### src/rtl/cin_feature_framer.sv
// cin_feature_framer: tags the channel-in feature stream with end-of-row/end-of-frame flags
// against a latched column/row geometry, behind a 2-entry skid buffer.
`ifndef WIDTH_DATA
`define WIDTH_DATA 8
`endif
`ifndef PICTURE_NUM
`define PICTURE_NUM 1
`endif
module cin_feature_framer #(
  parameter int CHANNEL_IN_NUM = 16,
  parameter int WIDTH_COUNT = 12
) (
  input  logic                                             clk,
  input  logic                                             rst,
  input  logic                                             Start,
  input  logic [WIDTH_COUNT-1:0]                           Col_Num,
  input  logic [WIDTH_COUNT-1:0]                           Row_Num,
  input  logic [`WIDTH_DATA*`PICTURE_NUM*CHANNEL_IN_NUM-1:0] S_Feature,
  input  logic                                             S_Valid,
  output logic                                             S_Ready,
  output logic [`WIDTH_DATA*`PICTURE_NUM*CHANNEL_IN_NUM-1:0] M_Feature,
  output logic                                             M_Valid,
  input  logic                                             M_Ready,
  output logic                                             M_Last_Col,
  output logic                                             M_Last_Row,
  output logic                                             Busy,
  output logic                                             Done
);
  localparam int DW = `WIDTH_DATA*`PICTURE_NUM*CHANNEL_IN_NUM;
  localparam logic [WIDTH_COUNT-1:0] ONE = 1;
  typedef enum logic [1:0] {IDLE, RUN, DRAIN} state_t;
  state_t r_state;
  logic [WIDTH_COUNT-1:0] r_col_n, r_row_n, r_col_cnt, r_row_cnt;
  logic [DW+1:0] r_e0, r_e1;
  logic [1:0] r_cnt;
  logic r_done;
  logic w_push, w_pop, w_last_col, w_last_row;
  logic [DW+1:0] w_in;
  assign S_Ready = (r_state == RUN) && (r_cnt != 2'd2);
  assign M_Valid = r_cnt != 2'd0;
  assign {M_Feature, M_Last_Col, M_Last_Row} = r_e0;
  assign Busy = r_state != IDLE;
  assign Done = r_done;
  assign w_push = S_Valid && S_Ready;
  assign w_pop = M_Valid && M_Ready;
  assign w_last_col = r_col_cnt == r_col_n - ONE;
  assign w_last_row = w_last_col && (r_row_cnt == r_row_n - ONE);
  assign w_in = {S_Feature, w_last_col, w_last_row};
  always_ff @(posedge clk) begin
    if (rst) begin
      r_state <= IDLE;
      r_col_n <= '0;
      r_row_n <= '0;
      r_col_cnt <= '0;
      r_row_cnt <= '0;
      r_e0 <= '0;
      r_e1 <= '0;
      r_cnt <= 2'd0;
      r_done <= 1'b0;
    end else begin
      r_done <= 1'b0;
      r_cnt <= r_cnt + {1'b0, w_push} - {1'b0, w_pop};
      // head always holds the oldest beat; the second slot only fills when the head is stalled
      if (w_pop && r_cnt == 2'd2) r_e0 <= r_e1;
      else if (w_push && (r_cnt == 2'd0 || w_pop)) r_e0 <= w_in;
      if (w_push && r_cnt == 2'd1 && !w_pop) r_e1 <= w_in;
      case (r_state)
        IDLE: if (Start) begin
          if (Col_Num != '0 && Row_Num != '0) begin
            r_col_n <= Col_Num;
            r_row_n <= Row_Num;
            r_col_cnt <= '0;
            r_row_cnt <= '0;
            r_state <= RUN;
          end else r_done <= 1'b1;
        end
        RUN: if (w_push) begin
          r_col_cnt <= w_last_col ? '0 : r_col_cnt + ONE;
          r_row_cnt <= w_last_row ? '0 : w_last_col ? r_row_cnt + ONE : r_row_cnt;
          if (w_last_row) r_state <= DRAIN;
        end
        DRAIN: if (w_pop && r_cnt == 2'd1) begin
          r_state <= IDLE;
          r_done <= 1'b1;
        end
        default: r_state <= IDLE;
      endcase
    end
  end
endmodule

### config.mk
export PLATFORM = sky130hd
export DESIGN_NAME = cin_feature_framer
export DESIGN_NICKNAME = d
export VERILOG_FILES = /design/src/rtl/cin_feature_framer.sv
export SDC_FILE = /design/constraint.sdc
export NUM_CORES = 1
export LEC_CHECK = 0
export ABC_CLOCK_PERIOD_IN_PS = 5700
export CAP_MARGIN = 0
export CORE_MARGIN = 4
export CORE_UTILIZATION = 52
export DETAILED_ROUTE_END_ITERATION = 10
export HOLD_SLACK_MARGIN = 0.02
export PLACE_DENSITY = 0.89
export SKIP_CTS_REPAIR_TIMING = 1
export SYNTH_ARGS = -nofsm -noshare
export SYNTH_HDL_FRONTEND = slang
export SYNTH_SLANG_ARGS = --single-unit
### constraint.sdc
create_clock -name clk -period 5.7 [get_ports clk]
set_clock_uncertainty 0.2 [all_clocks]
set_input_delay 0.57 -clock clk [delete_from_list [all_inputs] [get_ports clk]]
set_output_delay 0.57 -clock clk [all_outputs]
set_load 0.03 [all_outputs]
* Yosys cells after proc, flatten, opt, wreduce, memory -nomap -nowiden
Cells that the tools add are included.
** Cells by class
- Equality and inequality tests :: 13
- Mux-type cells :: 21
- Div/mod/pow operators :: 0
- Multipliers :: 0
- Reductions and logical operators :: 24
- Magnitude comparators :: 0
- Shift operators :: 0
- Add/sub/neg operators :: 6
- Bitwise operators :: 0
** Operator list (number)
- 130-bit two-way mux :: 2
- 12-bit two-way mux :: 7
- 12-bit one-hot mux with 2 select lines :: 2
- 12-bit by 1-bit adder with 12-bit output (second input constant) :: 2
- 12-bit equality test :: 2
- 12-bit nonzero test :: 2
- 12-bit by 1-bit subtractor with 12-bit output (second input constant) :: 2
- 2-bit inequality test (second input constant) :: 6
- 1-bit logical AND :: 10
- 2-bit two-way mux :: 5
- 5-bit AND reduction :: 2
- 2-bit nonzero test :: 4
- 2-bit one-hot mux with 3 select lines :: 1
- 2-bit by 1-bit equality test with 1-bit output (second input constant) :: 2
- 2-bit equality test (second input constant) :: 2
- 2-bit logical NOT :: 2
- 4-bit AND reduction :: 1
- 1-bit two-way mux :: 3
- 3-bit inequality test (second input constant) :: 1
- 3-bit AND reduction :: 1
- 2-bit by 1-bit adder with 2-bit output :: 1
- 1-bit one-hot mux with 2 select lines :: 1
- 2-bit by 1-bit subtractor with 2-bit output :: 1
- 1-bit logical NOT :: 1
- 1-bit logical OR :: 1
** Word-level totals
- Bits in writable memories :: 0
- Memories :: 0
- Input bits :: 157
- Latch bits :: 0
- ROM bits :: 0
- Output and inout bits :: 134
- Flip-flop bits (word level) :: 313

* Logic depth before layout (Yosys ltp)
Gate-level depths: netlist of the first run.
- Depth in word-level cells :: 6
- Gate-level depth with buffers :: 12
- Mapped depth without buffers :: 10

* Worst setup path before layout of the first run
No wires, ideal clock.
- Kind :: reg-to-reg
- Start :: register r_state[1]
- End :: register r_e0[28]
- Required time :: 5.409 ns
- Library setup time :: 0.091 ns
- Path buffers :: 3
- Setup slack :: 2.674 ns
- Arrival :: 2.735 ns
- Cell stages (with the launch flop) :: 13
- Path through :: dfxtp_1 -> nand2b_1 -> nor2_1 -> and2_1 -> clkbuf_1 -> inv_1 -> nor2_1 -> a21oi_1 -> o21ai_1 -> clkbuf_1 -> clkbuf_1 -> nor2_1 -> a311oi_1
** On the way
- Cells in the longest elaborated chain, start to end :: 5
** RTL lines
- start, declared :: line 32 : state_t r_state;
- start signal, assigned :: line 51 : r_state <= IDLE;
- start signal, assigned :: line 74 : r_state <= RUN;
- start signal, assigned :: line 80 : if (w_last_row) r_state <= DRAIN;
- 2-bit by 1-bit equality test with 1-bit output :: line 39 : assign S_Ready = (r_state == RUN) && (r_cnt != 2'd2);
- 1-bit logical AND :: line 39
- named net S_Ready :: line 20 : output logic S_Ready,
- 1-bit logical AND :: line 44 : assign w_push = S_Valid && S_Ready;
- 1-bit logical AND :: line 65 : else if (w_push && (r_cnt == 2'd0 || w_pop)) r_e0 <= w_in;
- 2-bit nonzero test (no line)
- end signal, assigned :: line 64 : if (w_pop && r_cnt == 2'd2) r_e0 <= r_e1;
- end signal, assigned :: line 65
- end, declared :: line 34 : logic [DW+1:0] r_e0, r_e1;
The timed path passes the listed nets, and every way through them passes these cells.
A chain may end at the register's enable or synchronous reset.

* Final worst setup path of the first run
- Start :: register r_col_n[0]
- End :: register r_row_cnt[5]
** On the way
- Cells in the longest elaborated chain, start to end :: 6
- Elaborated cells between the ends (all ways) :: 8
** RTL lines
- start, declared :: line 33 : logic [WIDTH_COUNT-1:0] r_col_n, r_row_n, r_col_cnt, r_row_cnt;
- start signal, assigned :: line 70 : r_col_n <= Col_Num;
- 12-bit by 1-bit subtractor with 12-bit output * :: line 46 : assign w_last_col = r_col_cnt == r_col_n - ONE;
- 12-bit equality test * :: line 46
- 1-bit logical AND :: line 47 : assign w_last_row = w_last_col && (r_row_cnt == r_row_n - ONE);
- 12-bit two-way mux :: line 79 : r_row_cnt <= w_last_row ? '0 : w_last_col ? r_row_cnt + ONE : r_row_cnt;
- 12-bit two-way mux :: line 77 : RUN: if (w_push) begin
- 12-bit one-hot mux with 2 select lines :: line 67 : case (r_state)
- end signal, assigned :: line 79
- end, declared :: line 33
Mark *: on every way between the ends. The rest lies on a longest branch, timed or not. The select of a mux whose other input is x is not followed.

==> results of run 1 <==
[tightest hold or removal path: cells and delay by family, from the launching register on]
family	cells	cell delay (ps)
AOI/OAI and AO/OA	1	50
DFF	1	310
and+or+nand+nor	1	50
[final cells by class]
| class | instances | area [um2] |
|---|---|---|
| multi-input cells | 1214 | 6257 |
| diodes | 1 | 2.502 |
| well taps | 324 | 405.4 |
| inverters | 13 | 48.80 |
| flip-flops and latches | 313 | 6266 |
| repair buffers | 301 | 3002 |
| fillers | 1860 | 7264 |
| clock buffers | 41 | 938.4 |
| clock inverters | 18 | 349.1 |
[cells in the mapped netlist (6+ instances only)]
| master | n | area share |
|---|---|---|
| nand2_1 | 536 | 0.15 |
| dfxtp_1 | 313 | 0.48 |
| nor2_1 | 190 | 0.055 |
| a21oi_1 | 143 | 0.055 |
| a311oi_1 | 130 | 0.087 |
| clkbuf_1 | 128 | 0.037 |
| xnor2_1 | 29 | 0.019 |
| mux2i_1 | 28 | 0.021 |
| xor2_1 | 18 | 0.012 |
| nand3_1 | 15 | 0.0057 |
| nor3_1 | 14 | 0.0054 |
| inv_1 | 13 | 0.0037 |
| nor4_1 | 12 | 0.0057 |
| nand4_1 | 11 | 0.0053 |
| o21ai_0 | 8 | 0.0031 |
| or3_1 | 8 | 0.0038 |
| ha_1 | 6 | 0.0057 |
[power groups by stage]
stage / sequential, mW / combinational [mW] / clock [mW]
after floorplan: 3.32 / 1.05 / 0
after global placement: 2.77 / 2.58 / 0
after detailed placement: 2.78 / 2.63 / 0
after CTS: 2.74 / 2.65 / 2.52
after global routing: 2.78 / 2.85 / 2.62
final: 2.74 / 2.65 / 2.49
[sequential cells by signal, indices dropped and copies added (netlist names)]
| signal | cells |
|---|---|
| r_e1 | 130 |
| r_cnt | 2 |
| r_col_cnt | 12 |
| r_state | 2 |
| r_col_n | 12 |
| r_e0 | 130 |
| r_row_cnt | 12 |
| r_row_n | 12 |
| Done | 1 |
[per-stage QoR]
| stage | utilization | instance area, um2 | hold slack (ps) |
|---|---|---|---|
| floorplan | - | 13060 | 232.1 |
| global placement | 0.6513 | 15980 | 238.5 |
| detailed placement | 0.6513 | 15980 | 246.8 |
| CTS | 0.7038 | 17270 | 254.9 |
| global route | 0.7039 | 17270 | 274.3 |
| finish | 0.7039 | 17270 | 253.7 |
[path summary, 6_finish.rpt]
kind | end | depth (start not counted) | slack [ps] | start
setup / recovery | r_row_cnt[5] | 10 | 2130 | r_col_n[0]
hold / removal | r_e1[29] | 2 | 250 | r_e1[29]
setup reg to reg | r_row_cnt[5] | 10 | 2130 | r_col_n[0]
hold reg to reg | r_e1[29] | 2 | 250 | r_e1[29]
[cells by family after synthesis]
| kind of cell | count (synthesis) | share of synthesized area |
|---|---|---|
| multiplexers | 28 | 0.02146 |
| AO/OA/AOI/OAI | 308 | 0.1620 |
| XOR/XNOR | 47 | 0.03152 |
| AND/OR/NAND/NOR | 825 | 0.2564 |
| adder cells (fa/ha/maj) | 6 | 0.005749 |
| flip-flops | 313 | 0.4798 |
| buffers and inverters | 147 | 0.04302 |
[per-layer routing]
metal	vias up	global-route usage
li1	6087	-
met1	5952	0.3110
met2	415	0.4166
met3	86	0.08936
met4	0	0.09178
met5	-	0
==> metrics.txt, run 1 <==
core footprint 24530 um2; FFs w/ async S/R, synth 0; Distinct cells, synth 51; non-filler cells, final 2225; total CTS buffers 34; DR iter-0 viols 1059; Syn Inst Count 1674; CTS sink cnt 313; power share of the sequential group 0.348; post-synthesis sequential area ratio 0.4798; Die X 166.5 um; PwrDens 456.1 nW/um2; initial antenna violation count 2; nets@finish 2040; vias in the first global route 12000; P_sw 2.751 mW; pre-CTS setup slack 2188 ps; CP required 5880 ps; CTS tree done; crit path max fanout 16; syn nets 1837; crit-path most repeated cell o31a_1; Met3 Wirelength 3493 um; DRC violations left 0; DR pass1 iterations 5; Total GRT Usage 0.2542; maximum VDD drop 0.3280 mV; Final Max Slew Viols 0; wl on met1 14980 um; power share of the clock group 0.316; Area Growth Syn to Fin 32.24%; CTS root buffer clkbuf_16; global route total overflow 0; metal2 WL 17640 um; placed cells 2165; setup_tns 0 ps; Max-Cap Viols 0; Clock Latency Late Sink 500 ps; dominant synthesized flop cell dfxtp_1; fraction of layout instances using a drive strength above 1 0.04368; CP arrival 3750 ps; Ports 291; most frequent cells in the layout 535 x nand2_1, 313 x dfxtp_1, 289 x clkdlybuf4s50_1; Crit path max-delay family compound AO/OA/AOI/OAI gates; final setup fails 0; Pint 5.126 mW; Clock transition at path regs 60 ps; Critical Path End Type flip-flop; Bufs and invs on worst path 1; WL final 37330 um; slowest cell delay on critical path 580 ps; DR top layer met4; CP cell instances inv_1 > ha_1 > nor3b_1 > a21oi_1 > nand4b_1 > or4_4 > o31a_1 > o21ai_2 > o31a_1 > nor2_1; port buffer count 290; Avg Vias per Cell 5.636; power share of the combinational group 0.336; syn avg cell area 7.801 um2; fmax 280.1 MHz; synthesized cell area 13060 um2; Setup crit start kind flip-flop; worst slew pin tran 1232 ps; HP Class flip-flop to flip-flop; Pwr Total 7.876 mW; first-pass GRT wire length 60240 um; RD Place Congestion 0.8228; Max stage delay cell, worst path o21ai_2; commonest non-fill, non-tap cell in the layout nand2_1; routed len/inst 16.78 um; fin crit share 0.6263; YS warnings 0; worst-case clock buffer depth 3; max_slew headroom 0.1787; H-tree levels 2; Worst Setup Slack, final 2130 ps; number of synthesized register bits 313; Initial Utilization 0.5323; Setup CP Type flip-flop to flip-flop; status complete, no violations; Switching Fraction 0.3492; die height 166.5 um; detailed placer's ending HPWL 23540 um; RSZ-0062 raised after global routing no; number of enable flip-flop cells after synthesis 0; Final Hold Violating Endpoints 0; minimum clock period 3570 ps; DRT antenna net count 0; via count 12540; largest net degree at the start of global routing 151; Die ar. 27710 um2; row cnt 57; Pleak 6.200 nW
Note: power is estimated with default switching activity, not from simulation.
==> run 2: changes to the inputs <==
--- a/config.mk
+++ b/config.mk
@@ -5,13 +5,13 @@
 export SDC_FILE = /design/constraint.sdc
 export NUM_CORES = 1
 export LEC_CHECK = 0
-export ABC_CLOCK_PERIOD_IN_PS = 5700
+export ABC_CLOCK_PERIOD_IN_PS = 3200
 export CAP_MARGIN = 0
 export CORE_MARGIN = 4
-export CORE_UTILIZATION = 52
+export CORE_UTILIZATION = 46
 export DETAILED_ROUTE_END_ITERATION = 10
 export HOLD_SLACK_MARGIN = 0.02
-export PLACE_DENSITY = 0.89
+export PLACE_DENSITY = 0.84
 export SKIP_CTS_REPAIR_TIMING = 1
 export SYNTH_ARGS = -nofsm -noshare
 export SYNTH_HDL_FRONTEND = slang
==> constraint.sdc (replaced) <==
create_clock -name clk -period 3.2 [get_ports clk]
set_clock_uncertainty 0.2 [all_clocks]
set_input_delay 0.32 -clock clk [delete_from_list [all_inputs] [get_ports clk]]
set_output_delay 0.32 -clock clk [all_outputs]
set_load 0.03 [all_outputs]
==> run 2 against run 1 <==
Against the previous run: sequential power is 79% higher; die area up 12%; first-iteration DRC count fell by 3.2%; largest power group unchanged; fmax grew 17%; critical path type unchanged; clock power is 62% higher; critical path depth shrank 2; routed wire length increased by 1.3%; worst setup slack worse by 2000 ps; sequential cell count is the same; critical endpoint is now r_row_cnt[8]; power grew 75%.
==> metrics.txt, run 2 (synthesis gave the netlist of run 1 again) <==
fill count 2305 (was 1860); Area Growth Syn to Fin 33.95% (was 32.24%); CTS tree done (unchanged); Pwr Total 13.75 mW (was 7.876 mW); Inserted Diodes 0 (was 1); status complete, no violations (unchanged); detailed placer's ending HPWL 24710 um (was 23540 um); CP arrival 3220 ps (was 3750 ps); DR pass1 iterations 5 (unchanged); Die ar. 31150 um2 (was 27710 um2); Pleak 6.270 nW (was 6.200 nW); via count 12640 (was 12540); biggest regs r_e0 x130, r_e1 x130 (unchanged); Final Max Slew Viols 0 (unchanged); Clock Latency Late Sink 500 ps (about the same); global route total overflow 0 (unchanged); setup_tns 0 ps (unchanged); worst-case clock buffer depth 3 (unchanged); Clock transition at path regs 60 ps (about the same); Initial Utilization 0.4688 (was 0.5323); Max stage delay cell, worst path or4_4 (was o21ai_2); DRT antenna net count 0 (unchanged); most frequent cells in the layout 535 x nand2_1, 313 x dfxtp_1, 289 x clkdlybuf4s50_1 (unchanged); largest net degree at the start of global routing 127 (was 151); Setup crit start kind flip-flop (unchanged); CTS sink cnt 313 (unchanged); Setup CP Type flip-flop to flip-flop (unchanged); slowest cell delay on critical path 560 ps (was 580 ps); die height 176.5 um (was 166.5 um); WL final 37820 um (was 37330 um); final setup fails 0 (unchanged); port buffer count 290 (unchanged); maximum VDD drop 0.4704 mV (was 0.3280 mV); PwrDens 785.9 nW/um2 (was 456.1 nW/um2); Die X 176.5 um (was 166.5 um); CP required 3380 ps (was 5880 ps); CTS root buffer clkbuf_16 (unchanged); total CTS buffers 35 (was 34); minimum clock period 3043 ps (was 3570 ps); CP cell instances or4_4 > nor3_2 > xnor2_1 > or4_4 > o31a_1 > nor4_2 > xnor2_1 > nor2_1 (was inv_1 > ha_1 > nor3b_1 > a21oi_1 > nand4b_1 > or4_4 > o31a_1 > o21ai_2 > o31a_1 > nor2_1); Final Hold Violating Endpoints 0 (unchanged); initial antenna violation count 1 (was 2); vias in the first global route 12310 (was 12000); HP Class input pin to flip-flop (was flip-flop to flip-flop); nets@finish 2056 (was 2040); RSZ-0062 raised after global routing no (unchanged); fin crit share 0.9510 (was 0.6263); RD Place Congestion 0.8605 (was 0.8228); crit path max fanout 9 (was 16); worst slew pin tran 563.5 ps (was 1232 ps); Avg Vias per Cell 5.514 (was 5.636); row cnt 61 (was 57); Max-Cap Viols 0 (unchanged); max_slew headroom 0.6244 (was 0.1787); first-pass GRT wire length 61330 um (was 60240 um); fmax 328.6 MHz (was 280.1 MHz); Ports 291 (unchanged); commonest non-fill, non-tap cell in the layout nand2_1 (unchanged); DR iter-0 viols 1025 (was 1059); DRC violations left 0 (unchanged); core footprint 27860 um2 (was 24530 um2); Total GRT Usage 0.2342 (was 0.2542); Critical Path End Type flip-flop (unchanged); fraction of layout instances using a drive strength above 1 0.05013 (was 0.04368); routed len/inst 16.49 um (was 16.78 um); H-tree levels 2 (unchanged)
run 2: cell count changes in the layout (fill, tap and decap cells not counted), moves of 2 or more:
cell,delta
buf_12,+12
clkbuf_1,+6
bufinv_16,-5
buf_4,+3
clkbuf_16,+2
clkinv_8,-2
nor4_1,-2
nor4_2,+2
run 2: worst paths after layout:
kind,start,endpoint,slack (ps),cells after the start
worst max-delay path,r_col_n[4],r_row_cnt[8],160,8
worst min register to register,r_e1[17],r_e1[17],250,2
worst max register to register,r_col_n[4],r_row_cnt[8],160,8
worst min-delay path,rst,r_state[1],170,2
run 2: per-layer routing:
layer	track usage	routed length, um
met5	0	13
met2	0.3996	18290
met1	0.2922	15430
met4	0.07253	1019
met3	0.05889	3072
run 2: through the flow:
step           std cells  area, um2  hold slack (ps)    util  worst slack, ps
2_1_floorplan       1674      13060            232.1       -            174.4
3_3_place_gp        2234      16310            241.3  0.5854            158.3
3_5_place_dp        2234      16310            246.5  0.5854            99.43
4_1_cts             2293      17470            135.3  0.6271            78.33
5_1_grt             2293      17490            181.8  0.6279            13.28
6_report            2293      17490            169.0  0.6279            156.7
run 2: report_power, final:
part / internal [mW] / switching, mW / leakage (nW)
Clock: 2.50 / 1.53 / 0.560
Sequential: 4.51 / 0.399 / 2.55
Combinational: 1.91 / 2.90 / 3.16
Total: 8.91 / 4.83 / 6.27
run 2: cell type report:
cell class | instances | area (um2) | share of cell area
sequential | 313 | 6266 | 0.3582
clock buffer | 48 | 997.2 | 0.05701
multi-input combinational | 1214 | 6280 | 0.3590
clock inverter | 11 | 162.7 | 0.009299
inverter | 13 | 48.80 | 0.002790
timing repair buffer | 316 | 3264 | 0.1866
tap | 378 | 473.0 | 0.02704
run 2: critical path, delay by kind of cell, from the launching register on:
family / cells / cell delay (ps)
AOI/OAI and AO/OA: 1 / 450
xor gates and xnor gates: 2 / 250
DFF: 1 / 350
and+or+nand+nor: 5 / 1680
